==> src/rtl/rect_hit_scanner.sv <==
// Per-pixel topmost-rectangle resolver: one rect per cycle from a registered-read table.
// Latency N+2 cycles to resp_valid (1 when count=0); req_ready only in IDLE, holds result until resp_ready.

`ifndef COORD_WIDTH
`define COORD_WIDTH 16
`endif

module comparator #(
  parameter int WIDTH     = 16,
  parameter bit INCLUSIVE = 1'b0
) (
  input  logic [WIDTH-1:0] a,
  input  logic [WIDTH-1:0] b,
  output logic             res
);
  assign res = INCLUSIVE ? (a <= b) : (a < b);
endmodule

module rect_hit_scanner #(
  parameter int COORD_WIDTH = `COORD_WIDTH,
  parameter int COLOR_WIDTH = 16,
  parameter int MAX_RECTS   = 64,
  parameter int ADDR_WIDTH  = $clog2(MAX_RECTS)
) (
  input  logic                   clk,
  input  logic                   rst_n,
  input  logic                   req_valid,
  output logic                   req_ready,
  input  logic [COORD_WIDTH-1:0] req_x,
  input  logic [COORD_WIDTH-1:0] req_y,
  input  logic [ADDR_WIDTH:0]    rect_count,
  input  logic [COLOR_WIDTH-1:0] bg_color,
  output logic                   mem_rd_en,
  output logic [ADDR_WIDTH-1:0]  mem_addr,
  input  logic [COORD_WIDTH-1:0] rect_left,
  input  logic [COORD_WIDTH-1:0] rect_top,
  input  logic [COORD_WIDTH-1:0] rect_right,
  input  logic [COORD_WIDTH-1:0] rect_bottom,
  input  logic [COLOR_WIDTH-1:0] rect_color,
  output logic                   resp_valid,
  input  logic                   resp_ready,
  output logic                   resp_hit,
  output logic [COLOR_WIDTH-1:0] resp_color,
  output logic [ADDR_WIDTH-1:0]  resp_index
);

  typedef enum logic [1:0] {IDLE, SCAN, DRAIN, RESP} state_t;

  localparam logic [ADDR_WIDTH:0] MAX_CNT = (ADDR_WIDTH+1)'(MAX_RECTS);
  localparam logic [ADDR_WIDTH:0] ONE     = (ADDR_WIDTH+1)'(1);

  state_t                  state;
  logic [ADDR_WIDTH-1:0]   idx;
  logic [ADDR_WIDTH:0]     cnt;
  logic [COORD_WIDTH-1:0]  px;
  logic [COORD_WIDTH-1:0]  py;
  logic                    pend;
  logic [ADDR_WIDTH-1:0]   pend_idx;
  logic                    best_hit;
  logic [COLOR_WIDTH-1:0]  best_color;
  logic [ADDR_WIDTH-1:0]   best_index;

  logic [ADDR_WIDTH:0]     cnt_in;
  logic                    last_issue;
  logic                    in_left, in_top, in_right, in_bottom, hit;

  assign cnt_in     = (rect_count > MAX_CNT) ? MAX_CNT : rect_count;
  assign last_issue = ({1'b0, idx} == (cnt - ONE));

  // Left/top edges inclusive, right/bottom exclusive; degenerate rects fail one side.
  comparator #(.WIDTH(COORD_WIDTH), .INCLUSIVE(1'b1)) u_cmp_left (
    .a(rect_left), .b(px), .res(in_left));
  comparator #(.WIDTH(COORD_WIDTH), .INCLUSIVE(1'b1)) u_cmp_top (
    .a(rect_top), .b(py), .res(in_top));
  comparator #(.WIDTH(COORD_WIDTH), .INCLUSIVE(1'b0)) u_cmp_right (
    .a(px), .b(rect_right), .res(in_right));
  comparator #(.WIDTH(COORD_WIDTH), .INCLUSIVE(1'b0)) u_cmp_bottom (
    .a(py), .b(rect_bottom), .res(in_bottom));

  assign hit = pend && in_left && in_top && in_right && in_bottom;

  assign mem_addr   = idx;
  assign resp_hit   = best_hit;
  assign resp_color = best_color;
  assign resp_index = best_index;

  always_ff @(posedge clk or negedge rst_n) begin
    if (!rst_n) begin
      state      <= IDLE;
      idx        <= '0;
      cnt        <= '0;
      px         <= '0;
      py         <= '0;
      pend       <= 1'b0;
      pend_idx   <= '0;
      best_hit   <= 1'b0;
      best_color <= '0;
      best_index <= '0;
      mem_rd_en  <= 1'b0;
      req_ready  <= 1'b1;
      resp_valid <= 1'b0;
    end else begin
      // Read data returns one cycle after issue, so the compare tag trails the read by one edge.
      pend     <= mem_rd_en;
      pend_idx <= idx;

      if (hit) begin
        best_hit   <= 1'b1;
        best_color <= rect_color;
        best_index <= pend_idx;
      end

      case (state)
        IDLE: begin
          if (req_valid) begin
            px         <= req_x;
            py         <= req_y;
            cnt        <= cnt_in;
            idx        <= '0;
            best_hit   <= 1'b0;
            best_color <= bg_color;
            best_index <= '0;
            req_ready  <= 1'b0;
            if (cnt_in == '0) begin
              state      <= RESP;
              resp_valid <= 1'b1;
            end else begin
              state     <= SCAN;
              mem_rd_en <= 1'b1;
            end
          end
        end
        SCAN: begin
          if (last_issue) begin
            state     <= DRAIN;
            mem_rd_en <= 1'b0;
          end else begin
            idx <= idx + 1'b1;
          end
        end
        DRAIN: begin
          state      <= RESP;
          resp_valid <= 1'b1;
        end
        RESP: begin
          if (resp_ready) begin
            state      <= IDLE;
            resp_valid <= 1'b0;
            req_ready  <= 1'b1;
          end
        end
        default: state <= IDLE;
      endcase
    end
  end

endmodule

==> config.mk <==
export PLATFORM = sky130hd
export DESIGN_NAME = rect_hit_scanner
export DESIGN_NICKNAME = d
export VERILOG_FILES = /design/src/rtl/rect_hit_scanner.sv
export SDC_FILE = /design/constraint.sdc
export NUM_CORES = 1
export LEC_CHECK = 0
export CELL_PAD_IN_SITES_DETAIL_PLACEMENT = 0
export CELL_PAD_IN_SITES_GLOBAL_PLACEMENT = 1
export CORE_MARGIN = 2
export CORE_UTILIZATION = 38
export CTS_BUF_LIST = sky130_fd_sc_hd__clkbuf_8
export CTS_CLUSTER_DIAMETER = 100
export DETAILED_ROUTE_END_ITERATION = 10
export MAX_ROUTING_LAYER = met4
export PLACE_DENSITY_LB_ADDON = 0.1
export REMOVE_ABC_BUFFERS = 1
export SYNTH_ARGS = -nofsm -noshare
export SYNTH_HDL_FRONTEND = slang
export SYNTH_HIERARCHICAL = 1
export SYNTH_SLANG_ARGS = --single-unit
==> constraint.sdc <==
create_clock -name clk -period 5.9 [get_ports clk]
set_input_delay 0.885 -clock clk [delete_from_list [all_inputs] [get_ports clk]]
set_output_delay 0.885 -clock clk [all_outputs]
set_load 0.02 [all_outputs]
==> results of run 1 <==
## layout make-up
class                      instances  area share
multi-input combinational        415       0.390
tap                              176      0.0305
inverter                          72      0.0374
clock buffer                      10      0.0191
sequential                        80       0.277
timing repair buffer             174       0.240
clock inverter                     6     0.00589
## sequential cells by signal, summed over array words and instances, names as in the netlist, 2 cells and up
register and flops:
resp_index 6, state 2, pend_idx 6, px 16, mem_addr 6, cnt 7
resp_color 16, py 16
## layout by cell type, fill, tap and decap left out, types with 3 or more instances in the layout
cell type and instances:
clkdlybuf4s50_1 169, nand2_1 141, dfrtp_1 79, inv_1 73, ha_1 68, o21ai_0 33, a21oi_1 27, mux2i_1 24
nor2_1 18, nand4_1 13, clkbuf_8 10, nand3_1 8, nand2b_1 7, xnor2_1 6, nor3_1 6, a21o_1 6
buf_4 5, and3_1 4, nand3b_1 4, o211ai_1 3, nor3b_1 3, o22ai_1 3, a221o_1 3, nor4_2 3
## worst paths after layout
path / to / from / cells after the start
max in group asynchronous: px[5] / rst_n / 2
min in group clk: resp_index[3] / pend_idx[3] / 2
setup / recovery: resp_color[13] / rect_left[14] / 11
setup reg to reg: resp_color[13] / px[14] / 11
hold reg to reg: resp_index[3] / pend_idx[3] / 2
hold / removal: resp_valid / rst_n / 1
## power by group through the flow
stage | sequential (mW) | combinational [mW] | clock (mW)
global route | 0.994 | 1.71 | 0.424
detailed placement | 0.967 | 1.52 | 0
floorplan | 1.02 | 0.929 | 0
CTS | 0.959 | 1.53 | 0.406
finish | 0.957 | 1.51 | 0.386
global placement | 0.960 | 1.47 | 0
## critical path, delay by kind of cell
kind,cells,cell delay [ps]
AND/OR/NAND/NOR,4,780
buffers and inverters,2,770
AO/OA/AOI/OAI,3,400
adder cells (fa/ha/maj),1,330
multiplexers,1,230
## metal layers
metal / wire length [µm] / vias up
met5: 0 / -
met3: 725 / 12
met2: 6710 / 109
met4: 140 / 0
met1: 5960 / 2080
li1: - / 2293
## metrics by stage
stage	std cells	hold slack, ps	area (µm²)	worst slack [ps]	utilization
2_1_floorplan	567	461	5090	2410	-
3_3_place_gp	917	469	7040	2390	0.532
3_5_place_dp	917	481	7040	2330	0.532
4_1_cts	933	426	7220	2740	0.545
5_1_grt	933	434	7220	2500	0.545
6_report	933	438	7220	2700	0.545
## kinds of logic after synthesis
group | synth area share
AND/OR/NAND/NOR | 0.207
flip-flops | 0.388
buffers and inverters | 0.0676
multiplexers | 0.0487
adder cells (fa/ha/maj) | 0.165
AO/OA/AOI/OAI | 0.108
XOR/XNOR | 0.0167
==> reports/metrics.csv, run 1 <==
stage,metric,value,unit
yosys,"count leader, synth",nand2_1,
global_routing,vias in the first global route,4633,
drt,starting DRC count in detailed routing,161,
min_path,Hold Path Class,input pin to asynchronous set/reset pin,
pwr,Pleak,3.58,nW
yosys,post-synth cell types,52,
clock_network,"Clk Latency, worst-skew pair",370,ps
global_routing,grt met1 use,0.235,
critical_path,Crit. End Element,flip-flop,
yosys,Mapped Avg Cell Area,8.83,µm²
die,core area,0.0132,mm²
critical_path,Critical Path Max Stage Delay,420,ps
critical_path,crit start category,input pin,
pwr,sw frac,0.423,
run,Max-Cap Viols,0,
critical_path,Register-to-Register Setup Slack,3200,ps
sta,post-route minimum period,3200,ps
placed_design,last weighted congestion value of the routability-driven placer,0.876,
die,Initial Utilization,0.390,
clock_network,clock slew seen by the registers of the worst setup and hold paths,80,ps
layout,area of the multi-input gates,0.00282,mm²
global_routing,busiest grt layer,met2,
pwr,final total power,2.85,mW
placed_design,Port-buffer cells,170,
global_routing,initial antenna violation count,0,
layout,Final nets,959,
critical_path,crit path cell chain,clkdlybuf4s50_1 > ha_1 > nand4_1 > nor4_2 > a21boi_2 > o31ai_2 > and3_1 > nand3_1 > buf_4 > mux2i_1 > o21ai_0,
sta,relative slew slack,0.524,
clock_network,hold buffers post-CTS,0,
global_routing,largest net degree at the start of global routing,63,
layout,diode count,0,
global_routing,first-pass GRT wire length,22000,µm
drt,first-pass iteration count of the detailed router,4,
pwr,logic gate share of total power,0.529,
yosys,Post-synth EDFFs,0,
pwr,Max rail drop VDD,302,µV
pwr,Clk network pwr share,0.135,
layout,Filler cells,1254,
sta,Slew @ Worst Pin,715,ps
sta,final setup fails,0,
yosys,Cells after Synth,585,
yosys,post-synth top area share,0.383,
yosys,"top cells by count, synth","141 x nand2_1, 79 x dfrtp_1, 72 x inv_1, 68 x ha_1, 33 x o21ai_0",
clock_network,Root Driver,clkbuf_8,
critical_path,Slowest cell on crit path,clkdlybuf4s50_1,
yosys,"FF+latch count, synth",80,
pwr,sequential group share of total power,0.336,
drt,Via Count,4494,
global_routing,total grt overflow,0,
critical_path,"Arr. time, crit path",3430,ps
status,status,completed,
clock_network,cts bufs inserted,9,
die,DIE WIDTH,121,µm
sta,final count of hold timing violations,0,
clock_network,# H-tree levels,3,
drt,DRC,0,
critical_path,Crit Path Max Fanout,23,
drt,post-route antenna net violation count,0,
die,die height,121,µm
sta,Slew Limit Fails,0,
die,Die Footprint,0.0145,mm²
yosys,Post-Syn Area,0.00517,mm²
sta,setup_tns,0,ps
global_routing,met2 GRT Util,0.331,
yosys,ys flop type,dfrtp_1,
placed_design,DPL Wire Length,10100,µm
clock_network,post-CTS resize count,0,
clock_network,Clock Path Buffers,2,
layout,register area,0.00200,mm²
pwr,pwr/cell area,394,mW/mm²
sta,Worst Skew,9.13,ps
clock_network,TritonCTS clock tree,yes,
drt,wire length per cell,14.5,µm
critical_path,WP data required,6130,ps
layout,synthesis-to-finish area growth,39.7,%
sta,f_max,312,MHz
yosys,YS warnings,6,
sta,RSZ-0062 raised after global routing,no,
global_routing,met3 Use GR,0.0514,
yosys,fraction of registers with async set/reset,1.00,
clock_network,# Post-CTS Setup Buffers,0,
die,I/O pin total,171,
yosys,post-synth top area cell,dfrtp_1,
sta,period utilization,0.543,
drt,drt via density,4.82,
critical_path,CP Class,input pin to flip-flop,
yosys,sequential element share of the synthesized area,0.388,
pwr,Internal,1.64,mW
pwr,Psw,1.20,mW
yosys,Synth area leaders,"dfrtp_1 38%, ha_1 16%, nand2_1 10%",
drt,DRT Wirelength,13500,µm
die,Rows,42,
clock_network,clock sink count,80,
global_routing,Global Route Usage Sum,0.196,
layout,layout cells sized above 1,0.0515,
Note: power is estimated with default switching activity, not from simulation.
==> run 2: changes to the inputs <==
--- a/config.mk
+++ b/config.mk
@@ -8,7 +8,7 @@
 export CELL_PAD_IN_SITES_DETAIL_PLACEMENT = 0
 export CELL_PAD_IN_SITES_GLOBAL_PLACEMENT = 1
 export CORE_MARGIN = 2
-export CORE_UTILIZATION = 38
+export CORE_UTILIZATION = 32
 export CTS_BUF_LIST = sky130_fd_sc_hd__clkbuf_8
 export CTS_CLUSTER_DIAMETER = 100
 export DETAILED_ROUTE_END_ITERATION = 10
==> constraint.sdc (replaced) <==
create_clock -name clk -period 2.8 [get_ports clk]
set_input_delay 0.42 -clock clk [delete_from_list [all_inputs] [get_ports clk]]
set_output_delay 0.42 -clock clk [all_outputs]
set_load 0.02 [all_outputs]
==> run 2 against run 1 <==
Against the previous run: total power grew 120%; final cell count grew 5.8%; critical path depth is the same; clock power grew to 2.6 times the previous value; register-to-register slack lost 2900 ps; critical endpoint is now resp_color[0].
==> reports/metrics.csv, run 2 (same netlist as run 1, synthesis figures left out) <==
stage,metric,value,unit
global_routing,total grt overflow,0,
global_routing,initial antenna violation count,0,
clock_network,Clock Path Buffers,2,
die,core area,0.0158,mm²
global_routing,Global Route Usage Sum,0.170,
layout,synthesis-to-finish area growth,44.2,%
die,Initial Utilization,0.326,
layout,area of the multi-input gates,0.00282,mm²
layout,most frequent cells in the layout,"169 x clkdlybuf4s50_1, 141 x nand2_1, 79 x dfrtp_1, 72 x inv_1, 68 x ha_1",
layout,"commonest non-fill, non-tap cell in the layout",clkdlybuf4s50_1,
critical_path,Crit. path cell count,11,
die,Rows,46,
layout,Layout Utilization,0.471,
sta,f_max,383,MHz
critical_path,"Arr. time, crit path",2890,ps
drt,starting DRC count in detailed routing,154,
sta,RSZ-0062 raised after global routing,no,
clock_network,hold buffers post-CTS,0,
critical_path,crit path cell chain,clkdlybuf4s50_1 > ha_1 > a21oi_1 > nand2_1 > a221o_1 > o31ai_2 > and3_1 > nand3_1 > buf_12 > mux2i_1 > o21ai_0,
clock_network,cts bufs inserted,9,
global_routing,vias in the first global route,4537,
drt,post-route antenna net violation count,0,
sta,setup ws final,187,ps
critical_path,buffer and inverter count on the worst path,2,
critical_path,Crit. End Element,flip-flop,
sta,relative slew slack,0.573,
placed_design,post-place setup slack,-254,ps
clock_network,# Post-CTS Setup Buffers,0,
clock_network,"Clk Latency, worst-skew pair",370,ps
clock_network,# H-tree levels,3,
sta,Slew Limit Fails,0,
status,status,completed,
critical_path,Critical Path Max Stage Delay,430,ps
layout,Final nets,973,
layout,Filler cells,1584,
pwr,pwr/cell area,851,mW/mm²
drt,drt via density,4.58,
die,I/O pin total,171,
critical_path,Slowest cell on crit path,clkdlybuf4s50_1,
sta,period utilization,0.933,
drt,Via Count,4523,
placed_design,placed insts,971,
min_path,Hold Path Class,input pin to asynchronous set/reset pin,
layout,Post-Layout Cell Count,987,
sta,final count of hold timing violations,0,
global_routing,first-pass GRT wire length,22000,µm
drt,DRT Wirelength,14200,µm
die,DIE WIDTH,131,µm
sta,Worst Skew,10.0,ps
critical_path,crit start category,input pin,
run,Max-Cap Viols,0,
sta,post-route minimum period,2610,ps
layout,design area,0.00745,mm²
layout,register area,0.00200,mm²
drt,DRC,0,
critical_path,WP data required,3080,ps
placed_design,last weighted congestion value of the routability-driven placer,0.806,
placed_design,Area after DPL,0.00722,mm²
clock_network,clock slew seen by the registers of the worst setup and hold paths,90,ps
clock_network,TritonCTS clock tree,yes,
critical_path,cell family with most CP delay,compound AO/OA/AOI/OAI gates,
sta,final setup fails,0,
die,die height,131,µm
critical_path,Crit Path Max Fanout,23,
pwr,Pleak,3.67,nW
global_routing,largest net degree at the start of global routing,63,
pwr,Max rail drop VDD,557,µV
layout,layout cells sized above 1,0.0700,
drt,wire length per cell,14.4,µm
clock_network,Root Driver,clkbuf_8,
clock_network,clock sink count,80,
die,Die Footprint,0.0172,mm²
critical_path,FF-to-FF path depth,11,
placed_design,Port-buffer cells,170,
sta,Slew @ Worst Pin,638,ps
layout,diode count,0,
placed_design,DPL Wire Length,10900,µm
critical_path,CP Class,input pin to flip-flop,
pwr,final total power,6.34,mW
drt,first-pass iteration count of the detailed router,4,
clock_network,post-CTS resize count,0,
-- run 2: cell types whose count changed in the layout (fill, tap and decap cells not counted), sizes merged --
cell      before  now
clkinvlp       1    2
bufinv         0    2
inv           75   72
buf            5   19
-- run 2: area by class of cell --
class | instances | share of cell area
clock inverters | 6 | 0.0124
multi-input cells | 415 | 0.378
well taps | 216 | 0.0363
flip-flops and latches | 80 | 0.269
inverters | 72 | 0.0363
repair buffers | 188 | 0.250
clock buffers | 10 | 0.0185
-- run 2: through the flow --
step / hold WS [ps] / setup TNS (ps)
after floorplan: 124 / -4870
after global placement: 471 / -4280
after detailed placement: 483 / -4280
after CTS: 75.1 / 0
after global routing: 97.5 / 0
final: 64.7 / 0
-- run 2: worst register-to-register path, stage by stage, from the launching register on --
cell and delay, ps:
dfrtp_1 390, inv_1 60, ha_1 300, a21oi_1 150
nand2_1 70, a221o_1 370, o31ai_2 290, and3_1 190
nand3_1 120, buf_12 200, mux2i_1 150, o21ai_0 170
-- run 2: worst paths after layout --
path                              start       endpoint  slack (ps)
setup / recovery           rect_top[14]  resp_color[0]         190
hold / removal                    rst_n       state[1]          60
setup reg to reg                 py[14]  resp_color[0]         260
hold reg to reg               mem_rd_en           pend         480
max in group asynchronous         rst_n  resp_color[7]        2070
min in group clk              mem_rd_en           pend         480
-- run 2: power by group --
part	leakage (nW)	switching (mW)	internal, mW
combinational	2.55	1.72	1.60
clock	0.109	0.477	0.530
sequential	1.01	0.381	1.63
-- run 2: metal layers --
layer / vias to the layer above / GRT usage / routed length, µm
li1: 2322 / - / -
met1: 2086 / 0.210 / 6390
met2: 104 / 0.289 / 6980
met3: 11 / 0.0239 / 643
met4: 0 / 0.0544 / 178
met5: - / - / 0
==> run 3: changes to the inputs <==
--- a/config.mk
+++ b/config.mk
@@ -8,10 +8,11 @@
 export CELL_PAD_IN_SITES_DETAIL_PLACEMENT = 0
 export CELL_PAD_IN_SITES_GLOBAL_PLACEMENT = 1
 export CORE_MARGIN = 2
-export CORE_UTILIZATION = 32
+export CORE_UTILIZATION = 44
 export CTS_BUF_LIST = sky130_fd_sc_hd__clkbuf_8
 export CTS_CLUSTER_DIAMETER = 100
 export DETAILED_ROUTE_END_ITERATION = 10
+export DONT_BUFFER_PORTS = 1
 export MAX_ROUTING_LAYER = met4
 export PLACE_DENSITY_LB_ADDON = 0.1
 export REMOVE_ABC_BUFFERS = 1
==> run 3 against run 2 <==
Against the previous run: final cell count fell by 26%; core utilization rose by 1.8 points; clock power fell by 5%; design area fell by 25%; first-iteration DRC count rose by 16%; sequential cell count did not move; via count fell by 13%; sequential power rose by 12%; global-route usage rose by 3.0 points; register-to-register slack barely moved; critical endpoint is now resp_color[9]; largest cell class unchanged.
==> reports/metrics.csv, run 3 (same netlist as run 1, synthesis figures left out) <==
stage,metric,value,unit
layout,Final nets,792,
sta,setup ws final,256,ps
layout,most frequent cells in the layout,"141 x nand2_1, 79 x dfrtp_1, 72 x inv_1, 68 x ha_1, 33 x o21ai_0",
min_path,Hold Path Class,input pin to flip-flop,
die,die height,112,µm
critical_path,cell family with most CP delay,simple AND/OR/NAND/NOR gates,
sta,RSZ-0062 raised after global routing,no,
critical_path,Critical R2R Capture,resp_color[9],
sta,Slew @ Worst Pin,550,ps
pwr,logic gate share of total power,0.434,
run,Max-Cap Viols,0,
min_path,worst hold stages,2,
pwr,sw frac,0.432,
critical_path,buffer and inverter count on the worst path,2,
die,Rows,39,
min_path,Hold Startpoint,req_x[1],
die,core area,0.0114,mm²
critical_path,Register-to-Register Setup Slack,260,ps
sta,Slew Limit Fails,0,
critical_path,crit path cell chain,inv_1 > ha_1 > nand4_1 > nor4_2 > a21boi_2 > o31ai_2 > and3_1 > nand3_1 > buf_6 > mux2i_1 > o21ai_0,
critical_path,FF-to-FF path depth,11,
pwr,Pleak,2.96,nW
drt,Via Count,3914,
die,DIE WIDTH,112,µm
sta,f_max,393,MHz
placed_design,Area after DPL,0.00532,mm²
drt,post-route antenna net violation count,0,
drt,DRC,0,
clock_network,"Clk Latency, worst-skew pair",370,ps
clock_network,# H-tree levels,3,
layout,layout cells sized above 1,0.0679,
status,status,completed,
layout,Filler cells,1142,
die,Die Footprint,0.0126,mm²
placed_design,Port-buffer cells,0,
critical_path,Slowest cell on crit path,dfrtp_1,
die,I/O pin total,171,
placed_design,DPL Wire Length,8960,µm
critical_path,CP Class,flip-flop to flip-flop,
sta,final setup fails,0,
sta,Worst Skew,13.2,ps
sta,WHS,153,ps
pwr,Internal,3.22,mW
sta,final count of hold timing violations,0,
global_routing,first-pass GRT wire length,19700,µm
global_routing,vias in the first global route,4002,
sta,period utilization,0.908,
layout,diode count,0,
layout,area of the multi-input gates,0.00282,mm²
critical_path,Crit Path Max Fanout,23,
critical_path,crit start category,flip-flop,
critical_path,Reg-to-Reg Start,py[14],
drt,wire length per cell,16.3,µm
global_routing,initial antenna violation count,0,
pwr,pwr/cell area,1010,mW/mm²
placed_design,last weighted congestion value of the routability-driven placer,0.838,
clock_network,Root Driver,clkbuf_8,
critical_path,Crit. End Element,flip-flop,
drt,DRT Wirelength,11900,µm
layout,"commonest non-fill, non-tap cell in the layout",nand2_1,
die,Initial Utilization,0.453,
clock_network,TritonCTS clock tree,yes,
drt,starting DRC count in detailed routing,179,
clock_network,# Post-CTS Setup Buffers,0,
pwr,final total power,5.66,mW
critical_path,"Arr. time, crit path",2800,ps
drt,first-pass iteration count of the detailed router,4,
pwr,Clk network pwr share,0.169,
pwr,sequential group share of total power,0.397,
drt,drt via density,5.35,
layout,synthesis-to-finish area growth,7.89,%
layout,register area,0.00200,mm²
clock_network,clock slew seen by the registers of the worst setup and hold paths,90,ps
critical_path,Critical Path Max Stage Delay,370,ps
sta,post-route minimum period,2540,ps
clock_network,Clock Path Buffers,2,
sta,relative slew slack,0.629,
placed_design,post-place setup slack,162,ps
clock_network,clock sink count,80,
global_routing,total grt overflow,0,
pwr,Max rail drop VDD,506,µV
min_path,Hold Path End,px[1],
global_routing,largest net degree at the start of global routing,81,
global_routing,Global Route Usage Sum,0.201,
clock_network,cts bufs inserted,9,
layout,design area,0.00558,mm²
pwr,Psw,2.44,mW
critical_path,WP data required,3050,ps
## run 3: changes by cell type in the layout (fill, tap and decap cells not counted), sizes merged
cell,previous run,this run
buf,19,6
clkbuf,10,9
clkdlybuf4s50,169,0
clkinvlp,2,0
dlygate4sd3,0,1
inv,72,74
## run 3: routing by layer
metal | GRT usage | up-vias | share of wire
li1 | - | 1963 | -
met3 | 0.0367 | 14 | 0.051
met5 | - | - | 0
met1 | 0.261 | 1837 | 0.46
met4 | 0.0683 | 0 | 0.015
met2 | 0.319 | 100 | 0.48
## run 3: metrics by stage
stage               utilization  setup TNS, ps  std cells
floorplan                     -          -4870        567
global placement          0.466              0        715
detailed placement        0.466              0        715
CTS                       0.488              0        732
global route              0.488              0        732
finish                    0.488              0        732
## run 3: worst max-delay path by stage
stage	start	to	slack (ps)	cells after the start
3_3_place_gp	rect_top[14]	resp_color[12]	230	10
4_1_cts	py[14]	resp_color[9]	160	11
6_report	py[14]	resp_color[9]	260	11
3_5_place_dp	rect_top[14]	resp_color[9]	160	10
5_1_grt	px[14]	resp_color[4]	40	11
2_1_floorplan	rect_top[14]	resp_color[0]	-230	9
## run 3: cell type report
cell class              count  area share
clock buffers               9      0.0222
well taps                 143      0.0321
multi-input cells         415       0.505
inverters                  72      0.0485
repair buffers              7      0.0164
clock inverters             6      0.0164
flip-flops and latches     80       0.359
## run 3: repair_timing
action	CTS	global route
endpoints found under the hold margin	80	0
setup endpoints to repair	0	11
resized for setup	0	1
hold buffers	2	0
## run 3: power by group through the flow
| stage | combinational [mW] | sequential (mW) | clock [mW] |
|---|---|---|---|
| 3_5_place_dp | 2.45 | 2.28 | 0 |
| 3_3_place_gp | 2.35 | 2.27 | 0 |
| 5_1_grt | 2.87 | 2.32 | 1.04 |
| 4_1_cts | 2.49 | 2.26 | 0.996 |
| 2_1_floorplan | 1.96 | 2.14 | 0 |
| 6_report | 2.46 | 2.25 | 0.955 |
